$ cat src/rtl/reaction_timer_np.sv
// N-player reaction timer: random arm delay, per-player ms timing, foul/winner resolution.
// Optional best-time tracking is built only when BEST_TIME_EN is defined; otherwise oBEST_TIME is all-ones.
module reaction_timer_np #(
  parameter int          N_PLAYERS    = 2,
  parameter int          CNT_W        = 16,
  parameter int          CLK_HZ       = 50_000_000,
  parameter int          SIM_MODE     = 0,
  parameter int          MIN_DELAY_MS = 1000,
  parameter logic [11:0] DELAY_MASK   = 12'hFFF,
  parameter int          TIMEOUT_MS   = 5000
) (
  input  logic                         CLK_50,
  input  logic                         RESET_N,
  input  logic                         iSTART,
  input  logic [N_PLAYERS-1:0]         iKEY_N,
  output logic                         oGO_LED,
  output logic [1:0]                   oSTATE,
  output logic [N_PLAYERS*CNT_W-1:0]   oTIME,
  output logic [N_PLAYERS-1:0]         oDONE_MASK,
  output logic [N_PLAYERS-1:0]         oFOUL_MASK,
  output logic [2:0]                   oWINNER,
  output logic                         oWIN_VALID,
  output logic                         oROUND_DONE,
  output logic [CNT_W-1:0]             oBEST_TIME
);

  localparam logic [1:0] S_IDLE   = 2'd0;
  localparam logic [1:0] S_WAIT   = 2'd1;
  localparam logic [1:0] S_TIMING = 2'd2;
  localparam logic [1:0] S_RESULT = 2'd3;

  localparam int TICK_CLKS = (SIM_MODE != 0) ? 50 : CLK_HZ / 1000;
  localparam int DIV_W     = $clog2(TICK_CLKS + 1);

  localparam logic [DIV_W-1:0]     DIV_LAST = DIV_W'(TICK_CLKS - 1);
  localparam logic [CNT_W-1:0]     CNT_MAX  = '1;
  localparam logic [CNT_W-1:0]     TMO_LAST = CNT_W'(TIMEOUT_MS - 1);
  localparam logic [N_PLAYERS-1:0] ALL_SET  = '1;

  logic [1:0]                 state_q, state_d;
  logic [15:0]                lfsr_q;
  logic [DIV_W-1:0]           div_q, div_d;
  logic [31:0]                delay_q, delay_d;
  logic [CNT_W-1:0]           tmo_q, tmo_d;
  logic [N_PLAYERS*CNT_W-1:0] time_q, time_d;
  logic [N_PLAYERS-1:0]       done_q, done_d;
  logic [N_PLAYERS-1:0]       foul_q, foul_d;
  logic [2:0]                 winner_q, winner_d;
  logic                       win_vld_q, win_vld_d;
  logic                       round_done_q;
  logic [N_PLAYERS-1:0]       key_s1_q, key_s2_q, key_prev_q;
  logic [N_PLAYERS-1:0]       key_fall, elig;
  logic                       tick, enter_result;

  assign key_fall     = key_prev_q & ~key_s2_q;
  assign tick         = (div_q == DIV_LAST);
  assign enter_result = (state_d == S_RESULT) && (state_q != S_RESULT);

  always_comb begin
    div_d = (tick || (state_d != state_q)) ? '0 : div_q + 1'b1;
  end

  always_comb begin
    state_d   = state_q;
    delay_d   = delay_q;
    tmo_d     = tmo_q;
    time_d    = time_q;
    done_d    = done_q;
    foul_d    = foul_q;
    winner_d  = winner_q;
    win_vld_d = win_vld_q;
    elig      = '0;
    case (state_q)
      S_IDLE, S_RESULT: begin
        if (iSTART) begin
          time_d    = '0;
          done_d    = '0;
          foul_d    = '0;
          winner_d  = '0;
          win_vld_d = 1'b0;
          tmo_d     = '0;
          delay_d   = 32'(MIN_DELAY_MS) + {20'd0, lfsr_q[11:0] & DELAY_MASK};
          state_d   = S_WAIT;
        end
      end
      S_WAIT: begin
        for (int i = 0; i < N_PLAYERS; i++) begin
          if (key_fall[i] && !foul_q[i]) begin
            foul_d[i]                 = 1'b1;
            time_d[i*CNT_W +: CNT_W]  = CNT_MAX;
          end
        end
        if (foul_d == ALL_SET) begin
          state_d = S_RESULT;
        end else if (delay_q == 32'd0) begin
          state_d = S_TIMING;
        end else if (tick) begin
          delay_d = delay_q - 32'd1;
          if (delay_q == 32'd1) state_d = S_TIMING;
        end
      end
      S_TIMING: begin
        elig = key_fall & ~done_q & ~foul_q;
        // A press in a tick cycle freezes the pre-increment count.
        for (int i = 0; i < N_PLAYERS; i++) begin
          if (elig[i]) begin
            done_d[i] = 1'b1;
          end else if (tick && !done_q[i] && !foul_q[i] &&
                       time_q[i*CNT_W +: CNT_W] != CNT_MAX) begin
            time_d[i*CNT_W +: CNT_W] = time_q[i*CNT_W +: CNT_W] + 1'b1;
          end
        end
        if (!win_vld_q) begin
          for (int i = N_PLAYERS - 1; i >= 0; i--) begin
            if (elig[i]) begin
              winner_d  = 3'(i);
              win_vld_d = 1'b1;
            end
          end
        end
        if ((done_d | foul_q) == ALL_SET) begin
          state_d = S_RESULT;
        end else if (tick) begin
          if (tmo_q == TMO_LAST) begin
            state_d = S_RESULT;
            for (int i = 0; i < N_PLAYERS; i++) begin
              if (!done_d[i] && !foul_q[i]) time_d[i*CNT_W +: CNT_W] = CNT_MAX;
            end
          end else begin
            tmo_d = tmo_q + 1'b1;
          end
        end
      end
      default: state_d = S_IDLE;
    endcase
  end

  always_ff @(posedge CLK_50 or negedge RESET_N) begin
    if (!RESET_N) begin
      state_q      <= S_IDLE;
      lfsr_q       <= 16'hACE1;
      div_q        <= '0;
      delay_q      <= '0;
      tmo_q        <= '0;
      time_q       <= '0;
      done_q       <= '0;
      foul_q       <= '0;
      winner_q     <= '0;
      win_vld_q    <= 1'b0;
      round_done_q <= 1'b0;
      key_s1_q     <= '1;
      key_s2_q     <= '1;
      key_prev_q   <= '1;
    end else begin
      state_q      <= state_d;
      lfsr_q       <= {lfsr_q[14:0], lfsr_q[15] ^ lfsr_q[13] ^ lfsr_q[12] ^ lfsr_q[10]};
      div_q        <= div_d;
      delay_q      <= delay_d;
      tmo_q        <= tmo_d;
      time_q       <= time_d;
      done_q       <= done_d;
      foul_q       <= foul_d;
      winner_q     <= winner_d;
      win_vld_q    <= win_vld_d;
      round_done_q <= enter_result;
      key_s1_q     <= iKEY_N;
      key_s2_q     <= key_s1_q;
      key_prev_q   <= key_s2_q;
    end
  end

`ifdef BEST_TIME_EN
  logic [CNT_W-1:0] best_q, best_d, win_time;

  always_comb begin
    win_time = CNT_MAX;
    for (int i = 0; i < N_PLAYERS; i++) begin
      if (winner_d == 3'(i)) win_time = time_d[i*CNT_W +: CNT_W];
    end
    best_d = best_q;
    if (enter_result && win_vld_d && (win_time < best_q)) best_d = win_time;
  end

  always_ff @(posedge CLK_50 or negedge RESET_N) begin
    if (!RESET_N) best_q <= CNT_MAX;
    else          best_q <= best_d;
  end

  assign oBEST_TIME = best_q;
`else
  assign oBEST_TIME = CNT_MAX;
`endif

  assign oGO_LED     = (state_q == S_TIMING);
  assign oSTATE      = state_q;
  assign oTIME       = time_q;
  assign oDONE_MASK  = done_q;
  assign oFOUL_MASK  = foul_q;
  assign oWINNER     = winner_q;
  assign oWIN_VALID  = win_vld_q;
  assign oROUND_DONE = round_done_q;

endmodule

$ cat config.mk
export PLATFORM = sky130hd
export DESIGN_NAME = reaction_timer_np
export DESIGN_NICKNAME = d
export VERILOG_FILES = /design/src/rtl/reaction_timer_np.sv
export SDC_FILE = /design/constraint.sdc
export NUM_CORES = 1
export LEC_CHECK = 0
export ABC_AREA = 1
export CORE_MARGIN = 10
export CORE_UTILIZATION = 60
export DETAILED_ROUTE_END_ITERATION = 8
export DONT_BUFFER_PORTS = 1
export PLACE_DENSITY = 0.76
export SYNTH_ARGS = -nofsm -noshare
export SYNTH_HDL_FRONTEND = slang
export SYNTH_SLANG_ARGS = --single-unit
$ cat constraint.sdc
create_clock -name CLK_50 -period 2.4 [get_ports CLK_50]
set_input_delay 0 -clock CLK_50 [delete_from_list [all_inputs] [get_ports CLK_50]]
set_output_delay 0 -clock CLK_50 [all_outputs]
set_load 0.05 [all_outputs]
After elaboration in Yosys (flattened, before gate mapping):

Index checks and enable logic that the tools add are counted.

* $add $sub $neg: 6
* equality and inequality tests: 24
* multiplexer cells: 54
* bitwise gates (word level): 10
* reductions and logical operators: 30

Operators by type and width (count)
* 32-bit 2-to-1 mux: 8
* 16-bit 2-to-1 mux: 13
* 32-bit case mux with 3 select lines: 1
* 16-bit by 1-bit adder with 16-bit output (second input constant): 4
* 32-bit case mux with 2 select lines: 1
* 32-bit by 1-bit == test with 1-bit output (second input constant): 1
* 32-bit logical NOT: 1
* 16-bit inequality test (second input constant): 2
* 16-bit case mux with 2 select lines: 1
* 32-bit by 1-bit subtractor with 32-bit output (second input constant): 1
* 2-bit inequality test (second input constant): 10
* 2-bit 2-to-1 mux: 9
* 16-bit by 13-bit == test with 1-bit output (second input constant): 1
* 16-bit == test (second input constant): 1
* 10-bit by 12-bit adder with 13-bit output (first input constant): 1
* 1-bit 2-to-1 mux: 12
* 3-bit 2-to-1 mux: 4
* 1-bit logical AND: 11
* 2-bit == test (second input constant): 5
* 5-bit AND reduction: 2
* 2-bit case mux with 2 select lines: 2
* 2-bit AND reduction: 4
* 2-bit bitwise AND: 3
* 1-bit logical NOT: 6
* 15 further kinds: 20

* bits in registers: 129
* word-level logic and storage cells: 139

Depth between registers and ports, before layout:

Gate-level depths: netlist (run 1).

* depth after elaboration: 13
* mapped depth: 15
* mapped depth without buffers: 15

Least setup slack after synthesis (run 1):

OpenSTA, ideal clock, no wires.

* path type: register -> register
* from: register state_q[1], in the netlist oSTATE[1]
* to: register div_q[9]
* library setup time: 0.068 ns
* arrival: 2.556 ns
* setup slack: -0.224 ns
* cell stages (with the launch flop): 13
* path buffers: 1
* path through: dfrtp_1 -> ha_1 -> inv_2 -> nor2_1 -> inv_2 -> o21ai_0 -> inv_1 -> nand3_2 -> nand2_1 -> nor2_2 -> nand3_4 -> buf_12 -> nor2_4

* elaborated cells between the ends (all ways): 17
* classes of those cells: 4 x eq/ne; 10 x mux; 3 x reduce/logical

RTL lines
* start, declared: line 40 `logic [1:0] state_q, state_d;`
* start signal, assigned: line 155 `state_q <= state_d;`
* 2-bit == test
* named net oGO_LED: line 16 `output logic oGO_LED,`
* 2-bit case mux with 3 select lines: line 73 `case (state_q)`
* 2-bit inequality test: line 60 `div_d = (tick || (state_d != state_q)) ? '0 : div_q + 1'b1;`
* 1-bit logical OR: line 60
* 16-bit 2-to-1 mux: line 60
* named net div_d[9]: line 42 `logic [DIV_W-1:0] div_q, div_d;`
* end signal, assigned: line 157 `div_q <= div_d;`
* end, declared: line 42

The timed path passes the listed nets, and every way through them passes these cells.
A chain may end at the register's enable or synchronous reset.

Worst setup path in the final report (run 1):

* from: register state_q[1], in the netlist oSTATE[1]
* to: register delay_q[7]

* cells in the longest elaborated chain, start to end: 4
* elaborated cells between the ends (all ways): 11
* classes of those cells: 6 x eq/ne; 1 x mux; 4 x reduce/logical

RTL lines
* 2-bit == test or 2-bit logical NOT (tied branches): line 73
* 2-bit OR reduction: line 73
* 2-bit inequality test (no line) or 2-bit nonzero test (tied branches)
* 5-bit AND reduction (no line)
* end signal, assigned: line 158 `delay_q <= delay_d;`
* end, declared: line 43 `logic [31:0] delay_q, delay_d;`

Several ways; a longest one is shown, not always the timed one.

==> results.json, run 1 <==
{
  "via_per_inst": 5.49,
  "end_kind": "flip-flop",
  "clockRootBuffer": "clkbuf_16",
  "drc": 0,
  "die_area_um2": 18500,
  "netlist_instances": 1108,
  "slowest_stage": "dfrtp_2",
  "drv_slew": 0,
  "power.clock.fraction_pct": 23.2,
  "peakVddDrop_uv": 765,
  "hold_viol_final": 127,
  "violations": "negative hold slack",
  "worstSetupStartpointType": "flip-flop",
  "drv_cap": 0,
  "period_minus_slack_ns": 2.29,
  "skew_ns": 0.00901,
  "grt_pass1_vias": 6807,
  "portBuffers": 0,
  "cp_slowest_stage_delay_ns": 0.45,
  "postRouteAntennaNets": 0,
  "layout_common_cells": "275 x nand2_1, 146 x nor2_1, 112 x dfrtp_1, 105 x inv_1, 97 x nand3_1",
  "drt_iter0_markers": 664,
  "clkLatencyLatePin_ns": 0.43,
  "fin_area_um2": 9180,
  "powerDensity_nw_per_um2": 1300,
  "die_x_um": 136,
  "core-area_um2": 13200,
  "power_frac_seq_pct": 27.4,
  "finalSetupViolations": 0,
  "hold-worst-slack_ns": -0.732,
  "period_share_pct": 95.6,
  "power.total_mw": 11.9,
  "grt_pass1_wl_um": 33100,
  "postCtsHoldBufs": 3,
  "worstMarginPinSlew_ns": 0.777,
  "async_flop_share_pct": 100,
  "p_leak_nw": 4.22,
  "drive_gt1_share_pct": 14.3,
  "synth-seq-area-share_pct": 39.5,
  "synth-seq-cells": 127,
  "clock_sinks": 127,
  "final_common_cell": "nand2_1",
  "nNetsFinal": 1167,
  "path_clk_slew_ns": 0.06,
  "start_util_pct": 61.2,
  "firstDrtPassIters": 6,
  "reg2reg_from": "oSTATE[1]",
  "dp.cells": 1304,
  "place_area_um2": 8480,
  "track_usage_pct": 21.8,
  "swShare_pct": 48.6,
  "rows": 42,
  "syn_area_um2": 8100,
  "cp_max_fo": 19,
  "antennaDiodeCount": 0,
  "final_cell_count_no_fill": 1340,
  "antenna_found_initial": 0,
  "area_delta_synth_final_pct": 13.3,
  "timing.rr.end": "delay_q[7]",
  "num_io_pins": 65,
  "status": "finished, violations left",
  "routed_wl_um": 19600,
  "ys_warn_count": 0,
  "grt-ovfl-total": 0,
  "syn_area_per_cell_um2": 7.31,
  "gp_congestion": 0.925,
  "crit_path_cell_trace": "inv_1 > ha_1 > inv_2 > o21ai_0 > nand2_2 > inv_2 > o21ai_0 > a22o_1",
  "die_y_um": 136,
  "synth_edf_count": 0,
  "clockBufferDepth": 2,
  "comb_power_share_pct": 49.4,
  "hp-class": "input port to async pin",
  "max_freq_mhz": 436,
  "worst-setup-path-type": "flip-flop to flip-flop",
  "cts_tree": "built",
  "synthFlopType": "dfrtp_1",
  "vias": 7356,
  "cts-buffers-inserted": 17,
  "ys_types": 48,
  "internal_power_mw": 6.13,
  "hpwl_um": 13400,
  "cts_htree_levels": 4,
  "required_ns": 2.71,
  "reg2reg_slack_ns": 0.11,
  "p_sw_mw": 5.80,
  "cp.arrival_ns": 2.61,
  "relSlewSlack_pct": 48.1,
  "rr_worst_depth": 8,
  "wl_per_cell_um": 14.6,
  "grt_max_degree": 128
}
==> routing by layer <==
layer | routed length [µm] | share of wire, % | track usage (%) | vias to the layer above
li1 | - | - | - | 3652
met1 | 8860 | 45 | 29.4 | 3424
met5 | 0 | 0 | 0 | -
met4 | 517 | 2.6 | 9.64 | 0
met2 | 9000 | 46 | 33.2 | 239
met3 | 1250 | 6.4 | 4.35 | 41
==> power by group through the flow <==
stage          Combinational, mW  Sequential, mW  Clock (mW)
2_1_floorplan               3.26            4.33           0
5_1_grt                     6.47            3.33        2.91
3_3_place_gp                5.61            3.27           0
6_report                    5.90            3.27        2.77
4_1_cts                     5.77            3.26        2.81
3_5_place_dp                5.70            3.28           0
==> synth_stat cells, types with 13 or more instances <==
| master | n | area share, % |
|---|---|---|
| nor3_1 | 23 | 1.4 |
| nand2_1 | 275 | 13 |
| nor2_4 | 19 | 2.6 |
| inv_1 | 105 | 4.9 |
| clkbuf_1 | 14 | 0.65 |
| buf_4 | 19 | 1.8 |
| nand3_1 | 97 | 6.0 |
| o21ai_0 | 46 | 2.8 |
| inv_2 | 14 | 0.65 |
| a21oi_1 | 41 | 2.5 |
| nand4_1 | 23 | 1.8 |
| xor2_1 | 31 | 3.4 |
| nor2_1 | 149 | 6.9 |
| o31ai_1 | 26 | 2.4 |
| xnor2_1 | 13 | 1.4 |
| dfstp_2 | 14 | 4.5 |
| dfrtp_1 | 113 | 35 |
==> worst max-delay path by stage <==
stage	startpoint	to	slack [ns]
6_report	oSTATE[1]	delay_q[7]	0.11
5_1_grt	oSTATE[1]	delay_q[7]	-0.01
4_1_cts	oSTATE[0]	oTIME[28]	0.02
3_5_place_dp	oSTATE[0]	oTIME[27]	0.06
3_3_place_gp	oSTATE[0]	oTIME[20]	0.14
2_1_floorplan	oSTATE[0]	div_q[9]	0.10
==> state kept, by name, summed over array words and instances (netlist names) <==
signal	count
oTIME	32
oWINNER	1
delay_q	32
oSTATE	2
div_q	16
tmo_q	16
key_s1_q	2
lfsr_q	16
oDONE_MASK	2
key_prev_q	2
oROUND_DONE	1
oWIN_VALID	1
oFOUL_MASK	2
key_s2_q	2
==> per-stage QoR <==
step	setup TNS [ns]	util, %	setup slack (ns)	hold slack (ns)
after global routing	-0.0100	69.3	-0.0100	-0.750
final	0	69.3	0.105	-0.732
after detailed placement	0	64.0	0.0612	-0.288
after global placement	0	64.0	0.139	-0.288
after CTS	0	69.1	0.0245	-0.743
after floorplan	0	-	0.105	-0.296
==> layout make-up <==
cell class	instances	area, µm²
multi-input combinational	833	4260
fill	1114	4070
sequential	127	3200
clock buffer	19	453
inverter	120	450
timing repair buffer	52	410
tap	176	220
clock inverter	13	186
==> cell families after synthesis <==
| family | count (synthesis) | synth area share, % |
|---|---|---|
| XOR/XNOR | 44 | 4.76 |
| adder cells (fa/ha/maj) | 11 | 1.70 |
| other | 2 | 0.0927 |
| multiplexers | 1 | 0.139 |
| flip-flops | 127 | 39.5 |
| AND/OR/NAND/NOR | 624 | 35.2 |
| buffers and inverters | 164 | 8.97 |
| AO/OA/AOI/OAI | 135 | 9.70 |
==> worst max-delay path, delay by kind of cell (launching register included) <==
kind                       cells  cell delay, ns
buffers and inverters          3            0.45
AOI/OAI and AO/OA              3            0.75
and+or+nand+nor                1            0.17
DFF                            1            0.45
adders and majority gates      1            0.34
==> repair_timing <==
action                                 CTS  global route
setup buffers                            0             1
setup endpoints to repair                0            45
endpoints found under the hold margin  137           127
gates resized for setup                  0             2
No activity file was read; power rests on OpenSTA's default activity.
==> run 2: changes to the inputs <==
--- a/config.mk
+++ b/config.mk
@@ -7,10 +7,10 @@
 export LEC_CHECK = 0
 export ABC_AREA = 1
 export CORE_MARGIN = 10
-export CORE_UTILIZATION = 60
+export CORE_UTILIZATION = 65
 export DETAILED_ROUTE_END_ITERATION = 8
 export DONT_BUFFER_PORTS = 1
-export PLACE_DENSITY = 0.76
+export PLACE_DENSITY = 0.81
 export SYNTH_ARGS = -nofsm -noshare
 export SYNTH_HDL_FRONTEND = slang
 export SYNTH_SLANG_ARGS = --single-unit
==> run 2 against run 1 <==
Effect of this change:
- the run still ends with negative hold slack left
- final cell count about the same
- critical path depth rose by 6
- clock skew barely moved
- sequential power about the same
- routed wire length increased by 1.6%
- critical path type unchanged
- largest cell class unchanged
==> results.json, run 2 (same netlist as run 1, synthesis figures left out) <==
{
  "antenna_found_initial": 0,
  "required_ns": 2.73,
  "routed_wl_um": 19900,
  "grt_max_degree": 128,
  "dpl_worst_slack_ns": 0.0640,
  "worstMarginPinSlew_ns": 0.753,
  "peakVddDrop_uv": 1130,
  "skew_ns": 0.00867,
  "finalSetupViolations": 0,
  "drive_gt1_share_pct": 15.0,
  "worst-setup-path-type": "flip-flop to flip-flop",
  "hpwl_um": 13400,
  "die_x_um": 132,
  "antennaDiodeCount": 0,
  "clkLatencyLatePin_ns": 0.42,
  "drt_iter0_markers": 914,
  "drc": 0,
  "hp-class": "input port to async pin",
  "layout_common_cells": "274 x nand2_1, 145 x nor2_1, 112 x dfrtp_1, 105 x inv_1, 97 x nand3_1",
  "path_clk_slew_ns": 0.06,
  "multiInputGateArea_um2": 4280,
  "num-fill-cells": 922,
  "clock_sinks": 127,
  "area_delta_synth_final_pct": 14.4,
  "cts-buffers-inserted": 17,
  "cp_max_fo": 5,
  "drv_slew": 0,
  "dp.cells": 1293,
  "postCtsHoldBufs": 3,
  "rows": 40,
  "num_io_pins": 65,
  "critPathLaunch": "div_q[0]",
  "postRouteAntennaNets": 0,
  "period_share_pct": 93.7,
  "max_freq_mhz": 445,
  "cts_tree": "built",
  "period_minus_slack_ns": 2.25,
  "wl_per_cell_um": 14.9,
  "cp.arrival_ns": 2.58,
  "die_y_um": 132,
  "cts_htree_levels": 4,
  "vias": 7449,
  "hold_viol_final": 127,
  "worstSetupStartpointType": "flip-flop",
  "track_usage_pct": 22.6,
  "core-area_um2": 12100,
  "grt_pass1_wl_um": 33600,
  "clockRootBuffer": "clkbuf_16",
  "via_per_inst": 5.56,
  "start_util_pct": 66.9,
  "status": "finished, violations left",
  "clockBufferDepth": 2,
  "finalCoreUtilization_pct": 76.5,
  "grt-ovfl-total": 0,
  "fin_ws_ns": 0.152,
  "drv_cap": 0,
  "seq_area_um2": 3200,
  "reg2reg_from": "div_q[0]",
  "p_leak_nw": 4.26,
  "grt_pass1_vias": 6972,
  "portBuffers": 0,
  "powerDensity_nw_per_um2": 1310,
  "final_cell_count_no_fill": 1339,
  "end_kind": "flip-flop",
  "die_area_um2": 17300,
  "gp_congestion": 0.919,
  "final_common_cell": "nand2_1",
  "relSlewSlack_pct": 49.7,
  "nNetsFinal": 1174,
  "hold-worst-slack_ns": -0.722,
  "firstDrtPassIters": 6,
  "violations": "negative hold slack"
}
==> run 2: cell types whose count changed in the layout (fill, tap and decap cells not counted), sizes merged <==
cell      before  now
buf           49   55
bufinv         4    5
clkinv         8    4
clkinvlp       1    3
inv          120  121
nor2         180  181
==> run 2: worst paths after layout <==
kind	end	slack, ns	depth (start not counted)
max in group asynchronous	lfsr_q[13]	2.80	0
hold reg to reg	lfsr_q[15]	0.36	0
hold / removal	delay_q[18]	-0.72	0
setup / recovery	oTIME[16]	0.15	14
setup reg to reg	oTIME[16]	0.15	14
min in group CLK_50	key_s1_q[1]	0.13	1
==> run 2: where the power goes <==
group	leakage (nW)	internal [mW]	total (mW)	switching, mW
Combinational	2.33	1.75	5.99	4.25
Sequential	1.62	2.67	3.26	0.594
Clock	0.316	1.90	2.89	0.991
Total	4.26	6.32	12.1	5.83
==> run 2: worst max-delay path, stage by stage, from the launching register on <==
cell and delay, ns:
dfrtp_1 0.37, ha_1 0.21, nand2_2 0.08, nor2_4 0.16, nand2_2 0.08, nor2_4 0.20, nand2_2 0.11, inv_1 0.09
nand2_2 0.12, nor2_4 0.23, buf_4 0.16, nand2_1 0.05, nand3_1 0.07, nand2_1 0.07, a22oi_1 0.15
==> run 2: cell type report <==
cell class / count / area share, %
clock inverters: 13 / 2.25
multi-input cells: 834 / 46.2
clock buffers: 19 / 4.89
well taps: 168 / 2.27
flip-flops and latches: 127 / 34.5
inverters: 120 / 4.86
repair buffers: 58 / 5.05
==> run 2: stage by stage <==
step           TNS [ns]  power (mW)  instance area, µm²
6_report              0        12.1                9270
4_1_cts               0        11.9                9150
3_5_place_dp          0        8.97                8460
3_3_place_gp          0        8.85                8460
2_1_floorplan         0        7.59                8170
5_1_grt         -0.0480        12.9                9270
==> run 2: what timing repair did <==
item                       4_1_cts  5_1_grt
resized for setup                0        7
hold endpoints to repair       136      127
buffers inserted                 0       10
setup endpoints to repair        0       42
==> run 2: routing by layer <==
metal / up-vias / GRT usage, % / wire, µm
met5: - / 0 / 0
met1: 3460 / 30.2 / 8900
met2: 275 / 36.0 / 9330
li1: 3677 / - / -
met3: 37 / 5.79 / 1400
met4: 0 / 5.56 / 308
